==> src/rtl/uart_ctrl_pkg.sv <==
// Shared constants and types for the buffered UART host controller.
// Covers the CPU-side and UART-side register maps, status bit positions and sequencer states.
package uart_ctrl_pkg;

  // CPU-side register map
  localparam logic [3:0] CpuAddrRx    = 4'd0;
  localparam logic [3:0] CpuAddrTx    = 4'd1;
  localparam logic [3:0] CpuAddrStat  = 4'd2;
  localparam logic [3:0] CpuAddrIe    = 4'd3;
  localparam logic [3:0] CpuAddrDivLo = 4'd4;
  localparam logic [3:0] CpuAddrDivHi = 4'd5;

  // UART-side register map
  localparam logic [3:0] UartAddrData  = 4'd0;
  localparam logic [3:0] UartAddrTx    = 4'd1;
  localparam logic [3:0] UartAddrStat  = 4'd2;
  localparam logic [3:0] UartAddrDivLo = 4'd4;
  localparam logic [3:0] UartAddrDivHi = 4'd5;

  // CPU status register bits
  localparam int unsigned StatRxNonempty = 0;
  localparam int unsigned StatRxFull     = 1;
  localparam int unsigned StatTxEmpty    = 2;
  localparam int unsigned StatTxFull     = 3;
  localparam int unsigned StatTxOvf      = 6;
  localparam int unsigned StatRxOvr      = 7;

  // UART status register bits
  localparam int unsigned UStatTxDone  = 0;
  localparam int unsigned UStatRxReady = 1;

  typedef enum logic [2:0] {
    StIdle,
    StPoll,
    StRx,
    StTx,
    StXclr,
    StDivLo,
    StDivHi
  } seq_state_e;

endpackage

==> src/rtl/sync_fifo.sv <==
// Byte-wide synchronous FIFO with head-of-queue visibility.
// A push into a full FIFO is accepted when a pop happens in the same cycle.
module sync_fifo #(
  parameter int unsigned DEPTH = 8
) (
  input  logic       clk,
  input  logic       reset,
  input  logic       push,
  input  logic [7:0] wdata,
  input  logic       pop,
  output logic [7:0] head,
  output logic       full,
  output logic       empty
);
  localparam int unsigned AW = $clog2(DEPTH);
  localparam logic [AW:0] FullCnt = DEPTH[AW:0];

  logic [7:0]    mem_q [DEPTH];
  logic [AW-1:0] wptr_q, wptr_d, rptr_q, rptr_d;
  logic [AW:0]   cnt_q, cnt_d;
  logic          do_push, do_pop;

  assign empty   = (cnt_q == '0);
  assign full    = (cnt_q == FullCnt);
  assign do_pop  = pop & ~empty;
  assign do_push = push & (~full | do_pop);
  assign head    = mem_q[rptr_q];

  always_comb begin
    wptr_d = wptr_q;
    rptr_d = rptr_q;
    cnt_d  = cnt_q;
    if (do_push) wptr_d = wptr_q + 1'b1;
    if (do_pop)  rptr_d = rptr_q + 1'b1;
    if (do_push && !do_pop)      cnt_d = cnt_q + 1'b1;
    else if (!do_push && do_pop) cnt_d = cnt_q - 1'b1;
  end

  always_ff @(posedge clk or posedge reset) begin
    if (reset) begin
      wptr_q <= '0;
      rptr_q <= '0;
      cnt_q  <= '0;
    end else begin
      wptr_q <= wptr_d;
      rptr_q <= rptr_d;
      cnt_q  <= cnt_d;
    end
  end

  // Storage needs no reset: contents are only visible through the count.
  always_ff @(posedge clk) begin
    if (do_push) mem_q[wptr_q] <= wdata;
  end

endmodule

==> src/rtl/uart_fifo_ctrl.sv <==
// Host-side UART controller: CPU-visible TX/RX FIFOs plus a sequencer that polls
// the UART status, moves bytes and pushes divisor updates over the UART register bus.
module uart_fifo_ctrl #(
  parameter int unsigned DEPTH     = 8,
  parameter int unsigned DIV_RESET = 43
) (
  input  logic       clk,
  input  logic       reset,
  input  logic [3:0] io_addr,
  input  logic [7:0] io_wdata,
  input  logic       io_write,
  input  logic       io_read,
  output logic [7:0] io_rdata,
  output logic       interrupt,
  output logic [3:0] u_addr,
  output logic [7:0] u_wdata,
  output logic       u_write,
  output logic       u_read,
  input  logic [7:0] u_rdata,
  input  logic       u_interrupt
);
  import uart_ctrl_pkg::*;

  seq_state_e  state_q, state_d;
  logic        tx_busy_q, tx_busy_d;
  logic        div_pend_q, div_pend_d;
  logic [1:0]  ie_q, ie_d;
  logic        rx_ovr_q, rx_ovr_d;
  logic        tx_ovf_q, tx_ovf_d;
  logic [11:0] div_q, div_d;

  logic       rx_push, rx_pop, rx_full, rx_empty;
  logic       tx_push, tx_pop, tx_full, tx_empty;
  logic [7:0] rx_head, tx_head, status;
  logic       div_wr;

  assign rx_push = (state_q == StRx);
  assign rx_pop  = io_read && (io_addr == CpuAddrRx);
  assign tx_push = io_write && (io_addr == CpuAddrTx);
  assign tx_pop  = (state_q == StTx);
  assign div_wr  = io_write && ((io_addr == CpuAddrDivLo) || (io_addr == CpuAddrDivHi));

  sync_fifo #(.DEPTH(DEPTH)) u_rx_fifo (
    .clk  (clk),
    .reset(reset),
    .push (rx_push),
    .wdata(u_rdata),
    .pop  (rx_pop),
    .head (rx_head),
    .full (rx_full),
    .empty(rx_empty)
  );

  sync_fifo #(.DEPTH(DEPTH)) u_tx_fifo (
    .clk  (clk),
    .reset(reset),
    .push (tx_push),
    .wdata(io_wdata),
    .pop  (tx_pop),
    .head (tx_head),
    .full (tx_full),
    .empty(tx_empty)
  );

  always_comb begin
    state_d   = state_q;
    tx_busy_d = tx_busy_q;
    case (state_q)
      StIdle: begin
        if (div_pend_q)                  state_d = StDivLo;
        else if (u_interrupt)            state_d = StPoll;
        else if (!tx_busy_q && !tx_empty) state_d = StTx;
      end
      StPoll: begin
        if (u_rdata[UStatTxDone]) tx_busy_d = 1'b0;
        if (u_rdata[UStatRxReady])                state_d = StRx;
        else if (u_rdata[UStatTxDone] && tx_empty) state_d = StXclr;
        else                                      state_d = StIdle;
      end
      StTx: begin
        tx_busy_d = 1'b1;
        state_d   = StIdle;
      end
      StDivLo: state_d = StDivHi;
      default: state_d = StIdle;
    endcase
  end

  always_comb begin
    ie_d       = ie_q;
    div_d      = div_q;
    rx_ovr_d   = rx_ovr_q;
    tx_ovf_d   = tx_ovf_q;
    div_pend_d = div_pend_q;
    if (io_write) begin
      case (io_addr)
        CpuAddrStat: begin
          if (io_wdata[7]) rx_ovr_d = 1'b0;
          if (io_wdata[6]) tx_ovf_d = 1'b0;
        end
        CpuAddrIe:    ie_d        = io_wdata[1:0];
        CpuAddrDivLo: div_d[7:0]  = io_wdata;
        CpuAddrDivHi: div_d[11:8] = io_wdata[3:0];
        default: ;
      endcase
    end
    // A new overflow event wins over a simultaneous clear.
    if (rx_push && rx_full && !rx_pop) rx_ovr_d = 1'b1;
    if (tx_push && tx_full && !tx_pop) tx_ovf_d = 1'b1;
    if (state_q == StDivHi) div_pend_d = 1'b0;
    if (div_wr)             div_pend_d = 1'b1;
  end

  always_ff @(posedge clk or posedge reset) begin
    if (reset) begin
      state_q    <= StIdle;
      tx_busy_q  <= 1'b0;
      div_pend_q <= 1'b0;
      ie_q       <= 2'b00;
      rx_ovr_q   <= 1'b0;
      tx_ovf_q   <= 1'b0;
      div_q      <= DIV_RESET[11:0];
    end else begin
      state_q    <= state_d;
      tx_busy_q  <= tx_busy_d;
      div_pend_q <= div_pend_d;
      ie_q       <= ie_d;
      rx_ovr_q   <= rx_ovr_d;
      tx_ovf_q   <= tx_ovf_d;
      div_q      <= div_d;
    end
  end

  always_comb begin
    u_addr  = 4'd0;
    u_wdata = 8'h00;
    u_write = 1'b0;
    u_read  = 1'b0;
    case (state_q)
      StPoll:  begin u_read  = 1'b1; u_addr = UartAddrStat; end
      StRx:    begin u_read  = 1'b1; u_addr = UartAddrData; end
      StTx:    begin u_write = 1'b1; u_addr = UartAddrTx;    u_wdata = tx_head;             end
      StXclr:  begin u_write = 1'b1; u_addr = UartAddrStat;  u_wdata = 8'h01;               end
      StDivLo: begin u_write = 1'b1; u_addr = UartAddrDivLo; u_wdata = div_q[7:0];          end
      StDivHi: begin u_write = 1'b1; u_addr = UartAddrDivHi; u_wdata = {4'h0, div_q[11:8]}; end
      default: ;
    endcase
  end

  always_comb begin
    status                 = 8'h00;
    status[StatRxNonempty] = ~rx_empty;
    status[StatRxFull]     = rx_full;
    status[StatTxEmpty]    = tx_empty;
    status[StatTxFull]     = tx_full;
    status[StatTxOvf]      = tx_ovf_q;
    status[StatRxOvr]      = rx_ovr_q;
  end

  always_comb begin
    case (io_addr)
      CpuAddrRx:    io_rdata = rx_empty ? 8'h00 : rx_head;
      CpuAddrStat:  io_rdata = status;
      CpuAddrIe:    io_rdata = {6'b0, ie_q};
      CpuAddrDivLo: io_rdata = div_q[7:0];
      CpuAddrDivHi: io_rdata = {4'h0, div_q[11:8]};
      default:      io_rdata = 8'h00;
    endcase
  end

  assign interrupt = (ie_q[0] & ~rx_empty) | (ie_q[1] & tx_empty) | rx_ovr_q | tx_ovf_q;

endmodule

==> config.mk <==
export PLATFORM = sky130hd
export DESIGN_NAME = uart_fifo_ctrl
export DESIGN_NICKNAME = d
export VERILOG_FILES = /design/src/rtl/uart_ctrl_pkg.sv /design/src/rtl/sync_fifo.sv /design/src/rtl/uart_fifo_ctrl.sv
export SDC_FILE = /design/constraint.sdc
export NUM_CORES = 1
export LEC_CHECK = 0
export ABC_AREA = 1
export BUFFER_PORTS_ARGS = -buffer_cell sky130_fd_sc_hd__buf_2
export CAP_MARGIN = 15
export CORE_MARGIN = 5
export CORE_UTILIZATION = 57
export CTS_BUF_LIST = sky130_fd_sc_hd__clkbuf_4 sky130_fd_sc_hd__clkbuf_8
export CTS_CLUSTER_SIZE = 14
export DETAILED_ROUTE_END_ITERATION = 8
export PLACE_DENSITY_LB_ADDON = 0.12
export SLEW_MARGIN = 20
export SYNTH_ARGS = -nofsm -noshare
export SYNTH_HDL_FRONTEND = slang
export SYNTH_SLANG_ARGS = --single-unit
==> constraint.sdc <==
create_clock -name clk -period 2.1 [get_ports clk]
set_input_delay 0.105 -clock clk [delete_from_list [all_inputs] [get_ports clk]]
set_output_delay 0.105 -clock clk [all_outputs]
set_load 0.02 [all_outputs]
## After elaboration in Yosys (flattened, before gate mapping)

Memory sizes are Yosys's and may differ from the RTL's.
Index checks and enable logic that the tools add are counted.

- Bits of input ports: 25
- Word-level logic and storage cells: 131
- Memories kept: 2
- Register bits: 41
- Memory bits (writable): 128
- Output and inout port bits: 23

Memories:

| memory | depth | width | rd ports | clocked after memory_dff | wr ports | line | text |
|---|---|---|---|---|---|---|---|
| u_rx_fifo.mem_q | 8 | 8 | 1 | 0 | 1 | sync_fifo.sv:18 | `logic [7:0] mem_q [DEPTH];` |
| u_tx_fifo.mem_q | 8 | 8 | 1 | 0 | 1 | sync_fifo.sv:18 |  |

- Reductions and logical operators: 45
- Bitwise operators: 15
- Add/sub/neg operators: 8
- Muxes and demuxes: 32
- Eq/ne operators: 15

Operators with widths:

| cell | number |
|---|---|
| 8-bit one-hot mux with 5 select lines | 1 |
| 8-bit one-hot mux with 4 select lines | 1 |
| 2-bit nonzero test | 10 |
| 1-bit two-way mux | 17 |
| 4-bit two-way mux | 4 |
| 3-bit two-way mux | 5 |
| 1-bit logical AND | 13 |
| 3-bit by 1-bit adder with 3-bit output, second input constant | 4 |
| 4-bit logical NOT | 3 |
| 3-bit one-hot mux with 4 select lines | 1 |
| 3-bit equality test, second input constant | 3 |
| 3-bit one-hot mux with 3 select lines | 1 |
| 4-bit by 1-bit adder with 4-bit output, second input constant | 2 |
| 4-bit by 2-bit equality test with 1-bit output, second input constant | 2 |
| 4-bit by 3-bit equality test with 1-bit output, second input constant | 2 |
| 4-bit equality test, second input constant | 2 |
| 1-bit logical NOT | 8 |
| 8-bit two-way mux | 1 |
| 2-bit AND reduction | 4 |
| 4-bit by 1-bit subtractor with 4-bit output, second input constant | 2 |
| 1-bit AND | 6 |
| 3-bit by 2-bit equality test with 1-bit output, second input constant | 2 |
| 3-bit AND reduction | 2 |
| 1-bit OR | 5 |
| other kinds (10) | 14 |

## Longest topological paths before layout

- Depth in word-level cells: 9
- Depth in mapped cells: 15
- Gate-level depth less buffers: 15

## Cells and area by module

Synthesis repeated with hierarchy kept, for this count alone.

- Cells, all modules: 939
- Area total of the unflattened synthesis: 8247.9 sq um

By module, submodules not included:

| module | sequential area each (sq um) | area each (sq um) | cells an instance | instances |
|---|---|---|---|---|
| sync_fifo | 2172.1 | 3413.3 | 365 | 2 |
| uart_fifo_ctrl | 530.5 | 1421.4 | 209 | 1 |

## Worst setup path after synthesis

No wires, ideal clock.

- Path kind: register to register
- Start point: reg u_rx_fifo.cnt_q[0]
- End point: reg u_rx_fifo.cnt_q[3]
- Data arrival time: 2074 ps
- Stages on the path, launching flop included: 16
- Library setup time: 116 ps
- Path slack: -91 ps
- Path through: dfrtp_1 -> nor2_1 -> nand2_1 -> nor2_1 -> o21ai_4 -> nand2_2 -> inv_1 -> ha_1 -> inv_1 -> ha_1 -> a21oi_1 -> nand2_1 -> o21ai_0 -> nand2_1 -> nand2_1 -> nand2_1

- Cells in the longest elaborated chain, start to end: 8

Ends and longest elaborated chain:

| what | line | text |
|---|---|---|
| start, declared | sync_fifo.sv:20 | `logic [AW:0] cnt_q, cnt_d;` |
| start signal, assigned | sync_fifo.sv:47 | `cnt_q <= cnt_d;` |
| 4-bit logical NOT | sync_fifo.sv:23 | `assign empty = (cnt_q == '0);` |
| 1-bit NOT | sync_fifo.sv:25 | `assign do_pop = pop & ~empty;` |
| 1-bit AND | sync_fifo.sv:25 |  |
| 1-bit OR * | sync_fifo.sv:26 | `assign do_push = push & (~full \| do_pop);` |
| 1-bit AND * | sync_fifo.sv:26 |  |
| net u_rx_fifo.do_push | sync_fifo.sv:21 | `logic do_push, do_pop;` |
| 1-bit logical NOT | sync_fifo.sv:36 | `else if (!do_push && do_pop) cnt_d = cnt_q - 1'b1;` |
| 1-bit logical AND | sync_fifo.sv:36 |  |
| 2-bit nonzero test (no source line) | - |  |

Mark *: on every way through the listed nets, which the timed path passes. The rest lies on a longest branch. The select of a mux whose other input is x is not followed.
A chain may end at the register's enable or synchronous reset.

## Worst setup path after layout

- Start point: reg u_tx_fifo.cnt_q[1]
- End point: reg u_tx_fifo.cnt_q[3]

- Cells in the longest elaborated chain, start to end: 8

Ends and longest elaborated chain:

| what | line |
|---|---|
| start, declared | sync_fifo.sv:20 |
| start signal, assigned | sync_fifo.sv:47 |
| 4-bit logical NOT | sync_fifo.sv:23 |
| 1-bit NOT | sync_fifo.sv:25 |
| 1-bit AND | sync_fifo.sv:25 |
| 1-bit OR * | sync_fifo.sv:26 |
| 1-bit AND * | sync_fifo.sv:26 |
| net u_tx_fifo.do_push | sync_fifo.sv:21 |
| 1-bit logical NOT | sync_fifo.sv:36 |
| 1-bit logical AND | sync_fifo.sv:36 |
| 2-bit nonzero test (no source line) | - |

Marks and branches as above.

==> key figures <==
Global route
  • Grt ovf: 0
  • Vias in the first global route: 5940
  • Antenna violations before repair: 0
  • Pin count of the biggest net entering global routing: 34
  • Total global-route track usage: 0.2358
  • First-pass GRT wire length: 30160 µm

Final layout
  • Post-layout util: 0.6868
  • Layout cell share with drive strength beyond 1: 0.1959
  • Ant. Diodes: 0
  • Layout Cells excl Fill: 1145
  • Final net count: roughly 990
  • Synth-to-Final Area Change: 18.56%

Critical path
  • Crit start category: flip-flop
  • Crit path required time: 2.46 ns
  • Crit path max fanout: 5
  • Worst setup EP type: flip-flop
  • Crit path kind: reg2reg
  • Arrival time at the worst endpoint: roughly 2.4 ns

Pwr
  • Switching Fraction: 0.3793
  • Power density cells: around 1100 mW/mm²
  • NetSw: 4.128 mW
  • Int Power: 6.755 mW
  • Peak VDD IR: 0.7668 mV
  • Clock share of power: 0.225
  • Lkg Pwr: 4.314 nW
  • Sequential power share: 0.396
  • Combinational fraction of design power: 0.379

CTS
  • Total CTS buffers: 17
  • Clock transition at path regs: 0.09 ns
  • Skew-Pair Late Insertion Delay: 0.46 ns
  • CTS Sinks: 169
  • H-tree levels: 4
  • CTS Root Cell: clkbuf_8
  • CTS tree: yes
  • Worst-case clock buffer depth: 2

Yosys
  • Synthesized flop and latch total: 169
  • Post-synthesis sequential area ratio: 0.6086
  • Syn Nets: 879
  • Avg Inst Size Synth: 9.513 µm²
  • Count of cell types in the netlist: 40
  • Ranking of synthesized cells by area: edfxtp_1 (48%), nand2_1 (13%), dfrtp_1 (12%)
  • Netlist Area Pre-Place: 0.008010 mm²
  • Yosys top cell area share: 0.4799
  • Yosys top cell by area: edfxtp_1
  • Syn Inst Count: 842
  • YS warnings: 0

Timing
  • Final setup violation count: 0
  • Hold WS: 0.04451 ns
  • Crit path time final: 2.013 ns
  • Max transition margin: 0.3991
  • Max Clock Freq: 496.8 MHz
  • Slew Limit Fails: 0
  • RSZ-0062 raised after global routing: true
  • Worst Skew: 0.008627 ns
  • Final WS setup: 0.08718 ns
  • Final Hold Viols: 0
  • Fin crit share: 0.9585
  • Worst slew pin tran: 0.8958 ns

Floorplan
  • Core Region: 0.01383 mm²
  • Initial core utilization: 0.5793
  • Num ports: 48
  • Die width: 128.5 µm
  • DIE HEIGHT: between 100 and 150 µm
  • Die area: 0.01652 mm²
  • FP Rows: 43

Placed design
  • Pre-CTS setup slack: -0.05554 ns
  • Post-DP HPWL: 12470 µm
  • Final estimated routing congestion in global placement: 0.8716
  • Placed cell count: approximately 1100
  • Count of buffers from port buffering: 46

Route
  • Via count: 6077
  • DR pass1 iterations: 5
  • Routed vias/inst: 5.307
  • Routed WL per cell: 16.37 µm
  • Post-route ant nets: 0
  • DRT iter0 DRCs: about 550
  • Residual DRC: 0
  • Routed WL: between 15000 and 20000 µm

Min path
  • Hold crit path type: in2reg

Run status
  • Status: finished clean

Run
  • Max-cap violations: 0
-- Yosys cell counts (all sizes together) --
cell / number
clkinv: 3
edfxtp: 128
xnor2: 6
o21ai: 32
dfstp: 4
inv: 124
clkbuf: 7
nand2: 276
nand4: 5
nor3: 2
or2: 1
xor2: 3
nor2: 49
a22o: 1
fa: 2
o22ai: 3
conb: 1
a21oi: 7
ha: 10
buf: 19
nand3b: 2
dfrtp: 37
nand3: 120
-- timing repair --
| item | 4_1_cts | 5_1_grt |
|---|---|---|
| setup endpoints to repair | 12 | 20 |
| hold endpoints to repair | 151 | 0 |
| buffers inserted | 0 | 10 |
| hold buffers | 19 | 0 |
| gates resized for setup | 10 | 23 |
| pin swaps | 0 | 7 |
-- power groups by stage --
stage                     registers (mW)  clock network (mW)  logic (mW)
after CTS                           4.27                2.48        3.85
after detailed placement            4.33                   0        3.74
after floorplan                     4.26                   0        2.65
after global placement              4.30                   0        3.64
final                               4.31                2.44        4.13
after global routing                4.34                2.66        4.62
-- worst paths after layout --
| path | startpoint | end | slack [ns] | cells past startpoint |
|---|---|---|---|---|
| min in group asynchronous | reset | u_rx_fifo.cnt_q[3] | 0.27 | 3 |
| max in group asynchronous | reset | u_tx_fifo.cnt_q[1] | 1.22 | 4 |
| setup / recovery | u_tx_fifo.cnt_q[1] | u_tx_fifo.cnt_q[3] | 0.09 | 13 |
| hold / removal | io_write | div_q[4] | 0.04 | 3 |
| hold reg to reg | div_q[5] | div_q[5] | 0.48 | 2 |
| setup reg to reg | u_tx_fifo.cnt_q[1] | u_tx_fifo.cnt_q[3] | 0.09 | 13 |
-- area by class of cell --
class | count | area (µm²)
clock inverters | 12 | 167.7
multi-input cells | 520 | 2629
flip-flops and latches | 169 | 4878
repair buffers | 117 | 845.8
clock buffers | 20 | 256.5
well taps | 180 | 225.2
inverters | 127 | 494.2
fillers | 1063 | 4330
-- through the flow --
step	power, mW	area [µm²]	setup TNS, ns
2_1_floorplan	6.917	8020	-0.001416
3_3_place_gp	7.940	8656	0
3_5_place_dp	8.071	8656	-0.1021
4_1_cts	10.60	9309	0
5_1_grt	11.63	9497	-0.1571
6_report	10.88	9497	0
-- flip-flops by register name (all words and copies together) (netlist names), 4 cells and up --
signal           flops
u_tx_fifo.mem_q     64
u_rx_fifo.mem_q     64
u_rx_fifo.cnt_q      4
div_q               12
u_tx_fifo.cnt_q      4
-- placed cells by master, fill, tap and decap left out, drive strengths merged, types with 4 or more instances in the layout --
master	synthesis	layout
nand2	276	276
edfxtp	128	128
inv	124	125
nand3	120	120
buf	19	98
nor2	49	49
dfrtp	37	37
o21ai	32	32
clkbuf	7	20
dlygate4sd3	0	19
ha	10	10
clkinv	3	8
a21oi	7	7
xnor2	6	6
nand4	5	5
dfstp	4	4
-- layer usage --
metal	track usage	share of wire	up-vias	routed length (µm)
met5	0	0	-	0
met2	0.4042	0.52	196	9801
met1	0.2948	0.40	2892	7438
li1	-	-	2951	-
met3	0.04940	0.056	38	1051
met4	0.09203	0.024	0	450
-- kinds of logic (layout without fill, tap and decap cells) --
kind of cell,Yosys count,count (layout),synth area share
AO/OA/AOI/OAI,43,43,0.02921
adder cells (fa/ha/maj),12,12,0.02062
XOR/XNOR,9,9,0.009841
buffers and inverters,153,276,0.07716
AND/OR/NAND/NOR,455,455,0.2541
other,1,1,0.0004682
flip-flops,169,169,0.6086
-- critical path: stages (launching register included) --
cell      delay, ns
dfrtp_2        0.45
nor2_4         0.13
nand4_4        0.13
nand2_4        0.10
clkinv_2       0.06
ha_1           0.20
inv_2          0.12
ha_4           0.24
a21oi_4        0.16
nand2_1        0.07
o21ai_0        0.07
nand2_1        0.08
nand2_1        0.06
nand2_1        0.04
No activity file was read; power rests on OpenSTA's default activity.
